$ cat src/rtl/divcnt_sched.sv
// divcnt_sched: grants one shared prescaler counter to NREQ requesters and counts divided ticks.
// Define DIVSCHED_RR_EN for round-robin arbitration; fixed lowest-index priority otherwise.
`default_nettype none

module divcnt_sched #(
  parameter int NREQ  = 4,
  parameter int DIV_W = 7,
  parameter int LEN_W = 7
) (
  input  logic                    clk_i,
  input  logic                    rst_ni,
  input  logic [DIV_W-1:0]        cfg_div_i,
  input  logic [NREQ-1:0]         req_i,
  input  logic [NREQ*LEN_W-1:0]   len_i,
  output logic [NREQ-1:0]         gnt_o,
  output logic [NREQ-1:0]         done_o,
  output logic                    tick_o,
  output logic                    busy_o,
  output logic [DIV_W-1:0]        divcnt_o
);

  localparam int IDX_W = $clog2(NREQ);

  typedef enum logic [1:0] {
    S_IDLE = 2'd0,
    S_RUN  = 2'd1,
    S_DONE = 2'd2
  } state_t;

  state_t             state_q;
  logic [DIV_W-1:0]   div_q;
  logic [DIV_W-1:0]   divcnt_q;
  logic [LEN_W-1:0]   rem_q;
  logic [IDX_W-1:0]   win_q;
  logic [NREQ-1:0]    gnt_q;
  logic [NREQ-1:0]    done_q;

  logic [IDX_W-1:0]   win_d;
  logic [LEN_W-1:0]   len_win;
  logic               tick;
  logic               abort;

`ifdef DIVSCHED_RR_EN
  logic [IDX_W-1:0]   ptr_q;
  logic [IDX_W-1:0]   ptr_d;

  // Scan downward so the last hit is the first set bit at or after ptr.
  always_comb begin
    int idx;
    win_d = '0;
    for (int k = NREQ - 1; k >= 0; k--) begin
      idx = int'(ptr_q) + k;
      if (idx >= NREQ) idx = idx - NREQ;
      if (req_i[idx]) win_d = IDX_W'(idx);
    end
  end

  always_comb begin
    ptr_d = ptr_q;
    if (state_q == S_DONE || abort) begin
      ptr_d = (int'(win_q) == NREQ - 1) ? '0 : win_q + 1'b1;
    end
  end

  always_ff @(posedge clk_i or negedge rst_ni) begin
    if (!rst_ni) ptr_q <= '0;
    else         ptr_q <= ptr_d;
  end
`else
  always_comb begin
    win_d = '0;
    for (int k = NREQ - 1; k >= 0; k--) begin
      if (req_i[k]) win_d = IDX_W'(k);
    end
  end
`endif

  assign len_win = len_i[win_d*LEN_W +: LEN_W];
  // A zero-length slice never ticks, even with a divide ratio of 0.
  assign tick    = (state_q == S_RUN) && (rem_q != '0) && (divcnt_q == div_q);
  assign abort   = (state_q == S_RUN) && !req_i[win_q];

  always_ff @(posedge clk_i or negedge rst_ni) begin
    if (!rst_ni) begin
      state_q  <= S_IDLE;
      div_q    <= '0;
      divcnt_q <= '0;
      rem_q    <= '0;
      win_q    <= '0;
      gnt_q    <= '0;
      done_q   <= '0;
    end else begin
      case (state_q)
        S_IDLE: begin
          divcnt_q <= '0;
          done_q   <= '0;
          if (|req_i) begin
            state_q <= S_RUN;
            win_q   <= win_d;
            gnt_q   <= NREQ'(1) << win_d;
            div_q   <= cfg_div_i;
            rem_q   <= len_win;
          end
        end
        S_RUN: begin
          if (abort) begin
            state_q  <= S_IDLE;
            gnt_q    <= '0;
            divcnt_q <= '0;
          end else begin
            if (tick) begin
              divcnt_q <= '0;
              rem_q    <= rem_q - 1'b1;
            end else begin
              divcnt_q <= divcnt_q + 1'b1;
            end
            if ((rem_q == '0) || ((rem_q == LEN_W'(1)) && tick)) begin
              state_q  <= S_DONE;
              gnt_q    <= '0;
              done_q   <= NREQ'(1) << win_q;
              divcnt_q <= '0;
            end
          end
        end
        S_DONE: begin
          state_q <= S_IDLE;
          done_q  <= '0;
        end
        default: begin
          state_q <= S_IDLE;
          gnt_q   <= '0;
          done_q  <= '0;
        end
      endcase
    end
  end

  assign gnt_o    = gnt_q;
  assign done_o   = done_q;
  assign tick_o   = tick;
  assign busy_o   = (state_q == S_RUN) || (state_q == S_DONE);
  assign divcnt_o = divcnt_q;

endmodule

`default_nettype wire

$ cat config.mk
export PLATFORM = sky130hd
export DESIGN_NAME = divcnt_sched
export DESIGN_NICKNAME = d
export VERILOG_FILES = /design/src/rtl/divcnt_sched.sv
export SDC_FILE = /design/constraint.sdc
export NUM_CORES = 1
export LEC_CHECK = 0
export BUFFER_PORTS_ARGS = -buffer_cell sky130_fd_sc_hd__buf_2
export CORE_ASPECT_RATIO = 0.7
export CORE_MARGIN = 1
export CORE_UTILIZATION = 25
export DETAILED_ROUTE_END_ITERATION = 12
export GPL_TIMING_DRIVEN = 0
export SYNTH_ARGS = -nofsm -noshare
export SYNTH_HDL_FRONTEND = slang
export SYNTH_SLANG_ARGS = --single-unit
$ cat constraint.sdc
create_clock -name clk_i -period 1.9 [get_ports clk_i]
set_input_delay 0.38 -clock clk_i [delete_from_list [all_inputs] [get_ports clk_i]]
set_output_delay 0.38 -clock clk_i [all_outputs]
set_load 0.005 [all_outputs]
Word-level counts from Yosys, hierarchy flattened

Cells that the tools add are included.
Widths: inputs -> output; s select.

Flip-flop bits (word level): 33
Output and inout port bits: 17
Input port bits: 41
Word-level logic and storage cells: 66

Shift operators: 3
Mux-type cells: 25
Bitwise operators: 1
Eq/ne operators: 9
$lt $le $gt $ge: 1
Reduce and logical (&&, ||, !) cells: 17
Multiply operators: 1
$add $sub $neg: 2

Operators by type and width:

| cell                | number |
|---|---|
| $mux 7              | 6 |
| $pmux 7 s2          | 2 |
| $shiftx 28x6->7     | 1 |
| $mux 4              | 6 |
| $mux 2              | 7 |
| $pmux 4 s3          | 1 |
| $shl 1x2->4 const A | 2 |
| $add 7x1->7 const B | 1 |
| $eq 7x1->1 const B  | 1 |
| $eq 7x7->1          | 1 |
| $logic_not 7->1     | 1 |
| $reduce_bool 7->1   | 1 |
| $sub 7x1->7 const B | 1 |
| $ne 2x2->1 const B  | 3 |
| $reduce_and 2->1    | 3 |
| $mul 2x3->5 const B | 1 |
| $logic_and 1x1->1   | 4 |
| $pmux 2 s2          | 1 |
| $reduce_and 4->1    | 1 |
| $reduce_or 4->1     | 1 |
| $lt 2x3->1 const B  | 1 |
| $ne 3x2->1 const B  | 1 |
| $reduce_and 3->1    | 1 |
| $bmux 1 s2          | 1 |
| other kinds (9)     | 10 |

Depth between registers and ports, before layout

Word-level depth: 8
Depth in mapped cells: 9
Gate-level depth less buffers: 7

Worst setup path before layout

No wires, ideal clock.

Kind: register to register
Start: reg rem_q[0]
End: reg rem_q[3]
Required time: 1.774 ns
Slack: -0.150 ns
Buffers on the path: 0
Clock period less this slack: 2.050 ns
Arrival: 1.924 ns
Setup time: 0.126 ns
Cell stages (with the launch flop): 8
Cell sequence: dfrtp_1 -> inv_1 -> ha_1 -> or3b_2 -> or2_1 -> nand3_1 -> nor3b_1 -> o32a_1

Longest elaborated chain between the ends: 5
Elaborated cells on any way between the ends: 9
Classes of those cells: add/sub: 1; eq/ne: 1; mux: 3; reduce/logical: 4

Ends and longest elaborated chain:

| element                                             | RTL line | RTL |
|---|---|---|
| from (decl)                                         | 33       | `logic [LEN_W-1:0] rem_q;` |
| from (signal assigned)                              | 102      | `rem_q <= len_win;` |
| from (signal assigned)                              | 113      | `rem_q <= rem_q - 1'b1;` |
| branches (longest 5 deep; another with $sub 7x1->7) | -        |  |

Parallel ways; which one is timed is not known. The select of a mux whose other input is x is not followed.
A chain may end at the register's enable or synchronous reset.

Worst setup path in the final report

Start: reg rem_q[0]
End: out tick_o

Longest elaborated chain between the ends: 3

Ends and longest elaborated chain:

| element                        | RTL line | RTL |
|---|---|---|
| $reduce_bool 7->1              | 80       | `assign tick = (state_q == S_RUN) && (rem_q != '0) && (divcnt_q == div_q);` |
| $logic_and 1x1->1 (2 in a row) | 80       |  |
| to (decl)                      | 17       | `output logic tick_o,` |

Every way passes these cells.

==> flow_metrics.env <==
export IMPL_status="complete, but fails checks"
export IMPL_violations="negative setup slack"
export IMPL_synthTopCellsByArea="dfrtp_1, mux2_2, nand2_1"
export IMPL_drt_total_wl_mm=6.63
export IMPL_final_setup_skew_ns=0.00738
export IMPL_p_leak_nw=1.45
export IMPL_ant_nets=0
export IMPL_max_freq_ghz=0.464
export IMPL_p_switching_mw=1.75
export IMPL_cp_data_required_time_ns=1.52
export IMPL_drtPass1Iterations=5
export IMPL_post_route_min_period_ns=2.16
export IMPL_tritoncts="done"
export IMPL_coreArea_sq_um=8550
export IMPL_num_antenna_cells=0
export IMPL_grt_pass1_wl_mm=10.3
export IMPL_clk_latency_ns=0.28
export IMPL_cts_htree_levels=2
export IMPL_ff2ff_path_depth=7
export IMPL_seq_power_share=0.259
export IMPL_setup_worst_path_end="tick_o"
export IMPL_relSlewSlack=0.479
export IMPL_antenna_found_initial=0
export IMPL_combPwrFrac=0.527
export IMPL_synthArstFlopShare=1.00
export IMPL_ys_seq_area_frac=0.370
export IMPL_fp_dieH_um=81.1
export IMPL_grt_pass1_vias=2025
export IMPL_worst_pin_slew_ns=0.782
export IMPL_dieArea_sq_um=9320
export IMPL_cp_end_kind="primary output"
export IMPL_grt_usage=0.144
export IMPL_final_core_util=0.375
export IMPL_pre_cts_ws_ns=-0.404
export IMPL_finalMaxSlewViolations=0
export IMPL_grt_max_degree=34
export IMPL_powerDensity_nw_per_um2=1390
export IMPL_crit_arrival_ns=1.78
export IMPL_ys_ff_latch=33
export IMPL_ys_warn_count=0
export IMPL_reg2reg_from="divcnt_o[0]$_DFFE_PN0N_"
export IMPL_via_per_inst=4.96
export IMPL_rsz0062_at_grt="true"
export IMPL_yosysTopAreaCell="dfrtp_1"
export IMPL_synth_edff_count=0
export IMPL_ys_flop_type="dfrtp_1"
export IMPL_initial_core_util=0.261
export IMPL_cp_max_fo=2
export IMPL_clkSlewWorstSetupHoldPaths_ns=0.06
export IMPL_drc=0
export IMPL_p_clk_frac=0.214
export IMPL_num_nets_final=379
export IMPL_drt_iter0_drc=153
export IMPL_rows=28
export IMPL_synth_nets=288
export IMPL_setup_viol=14
export IMPL_postSynthCellCount=241
export IMPL_startpoint_type="flip-flop"
export IMPL_fp_dieW_um=115
export IMPL_drive_gt1_frac=0.408
export IMPL_hpwl_mm=4.63
export IMPL_place_congestion=0.846
export IMPL_maxCapViolCount=0
export IMPL_fill_cells=872
export IMPL_clock_path_buffers=2
export IMPL_yosysTopAreaCellShare=0.370
export IMPL_cts_sinks=33
export IMPL_port_buffer_count=57
export IMPL_switching_share=0.394
export IMPL_post_route_period_util=1.14
export IMPL_syn_area_sq_um=2230
export IMPL_ir_worst_vdd_mv=0.568
export IMPL_fin_ws_ns=-0.257
export IMPL_ctsHoldBuffers=0
export IMPL_hold_path_class="primary input to async pin"
export IMPL_worst_setup_path_type="flip-flop to primary output"
export IMPL_p_int_mw=2.70
export IMPL_synthToLayoutAreaGrowth_pct=43.4
export IMPL_postSynthAreaPerCell_sq_um=9.26
export IMPL_p_total_mw=4.45
export IMPL_cts_made_buffers=5
export IMPL_grt_overflow=0
export IMPL_timing_rr_end="rem_q[0]$_DFFE_PN0P_"
export IMPL_pin_count=58
export IMPL_cts_root_buffer="clkbuf_16"
export IMPL_wl_per_cell_um=14.6
export IMPL_startpoint="rem_q[0]$_DFFE_PN0P_"
export IMPL_hold_viol=0
export IMPL_via_count=2246
export IMPL_r2r_slack_ns=-0.21
export IMPL_synth_distinct_cells=58
==> per-layer routing <==
| layer | vias up | track usage | share of wire |
|---|---|---|---|
| li1 | 1080 | - | - |
| met1 | 1072 | 0.203 | 0.46 |
| met2 | 88 | 0.216 | 0.45 |
| met3 | 6 | 0.0381 | 0.083 |
| met4 | 0 | 0.0403 | 0.0077 |
| met5 | - | 0 | 0 |
==> sequential cells by signal (all words and copies together) (netlist names) <==
signal    cells
state_q       2
gnt_o         4
done_o        4
win_q         2
divcnt_o      7
div_q         7
rem_q         7
==> kinds of logic (layout without fill, tap and decap cells) <==
group	after synthesis	after routing	share of synthesized area
fa+ha+maj	6	6	0.0336
mux	17	17	0.0869
compound gates	67	67	0.210
xor+xnor	9	9	0.0353
simple gates	85	85	0.215
buf+inv	24	116	0.0493
flops	33	33	0.370
==> worst min path at each step <==
stage	startpoint	end	slack, ns	cells after the start
2_1_floorplan	rst_ni	div_q[0]$_DFFE_PN0P_	0.08	0
3_3_place_gp	gnt_o[1]$_DFFE_PN0P_	gnt_o[1]$_DFFE_PN0P_	0.47	1
3_5_place_dp	gnt_o[2]$_DFFE_PN0P_	gnt_o[2]$_DFFE_PN0P_	0.48	1
4_1_cts	rst_ni	win_q[0]$_DFFE_PN0P_	0.20	1
5_1_grt	rst_ni	done_o[2]$_DFFE_PN0P_	0.25	1
6_report	rst_ni	done_o[2]$_DFFE_PN0P_	0.17	1
==> synthesized netlist by cell type, types with 3 or more instances <==
master / count
a21o_1: 5
a21oi_1: 12
a22o_1: 4
a22oi_1: 4
and3_1: 4
clkbuf_1: 9
dfrtp_1: 33
ha_1: 6
inv_1: 11
mux2_2: 7
mux2i_1: 7
nand2_1: 21
nand2b_1: 3
nand3_1: 7
nand4_1: 3
nor2_1: 16
nor2b_1: 4
nor3_1: 4
nor3b_1: 5
o211ai_1: 3
o21ai_0: 13
o22ai_1: 5
xor2_1: 9
==> power groups by stage <==
stage	Clock [mW]	Sequential, mW	Combinational [mW]
final	0.953	1.15	2.34
after CTS	0.967	1.15	2.17
after detailed placement	0	1.18	1.71
after global placement	0	1.17	1.69
after global routing	0.996	1.19	2.55
after floorplan	0	1.13	1.29
==> through the flow <==
step,std cells,area (sq um),hold WS [ns],setup TNS [ns]
6_report,453,3200,0.173,-1.25
5_1_grt,453,3200,0.249,-3.15
4_1_cts,449,3130,0.196,-0.379
3_5_place_dp,418,2710,0.475,-4.09
3_3_place_gp,418,2710,0.466,-4.25
2_1_floorplan,241,2270,0.0844,0
==> worst max-delay path, stage by stage (launching register included) <==
cell and delay [ns]:
dfrtp_2 0.42, inv_2 0.08, ha_4 0.12, or3b_4 0.37, or2_4 0.26, nand3_4 0.09, nor2_4 0.04, buf_2 0.11
==> timing repair <==
action / in CTS / in global routing
pin swaps: 8 / 6
setup endpoints to repair: 19 / 20
gates resized for setup: 19 / 12
setup buffers: 24 / 4
==> layout by cell type, fill, tap and decap left out, types with 5 or more instances in the layout <==
| cell | instances |
|---|---|
| mux2_2 | 7 |
| nor3b_1 | 5 |
| inv_1 | 8 |
| nor2_1 | 15 |
| ha_1 | 5 |
| buf_4 | 26 |
| clkbuf_16 | 5 |
| o22ai_1 | 5 |
| nand3_1 | 6 |
| dfrtp_1 | 30 |
| nand2_1 | 21 |
| a21oi_1 | 11 |
| o21ai_0 | 11 |
| clkbuf_1 | 5 |
| buf_2 | 58 |
| a21o_1 | 5 |
| xor2_1 | 8 |
| mux2i_1 | 7 |
==> area by class of cell <==
class / count / area [sq um] / area share
Clock buffer: 5 / 125 / 0.0391
Multi-Input combinational cell: 184 / 1410 / 0.440
Timing Repair Buffer: 85 / 515 / 0.161
Buffer: 12 / 82.6 / 0.0258
Tap cell: 120 / 150 / 0.0469
Sequential cell: 33 / 830 / 0.259
Inverter: 11 / 45.0 / 0.0141
Clock inverter: 3 / 46.3 / 0.0145
Power figures use the tool's default switching activity.
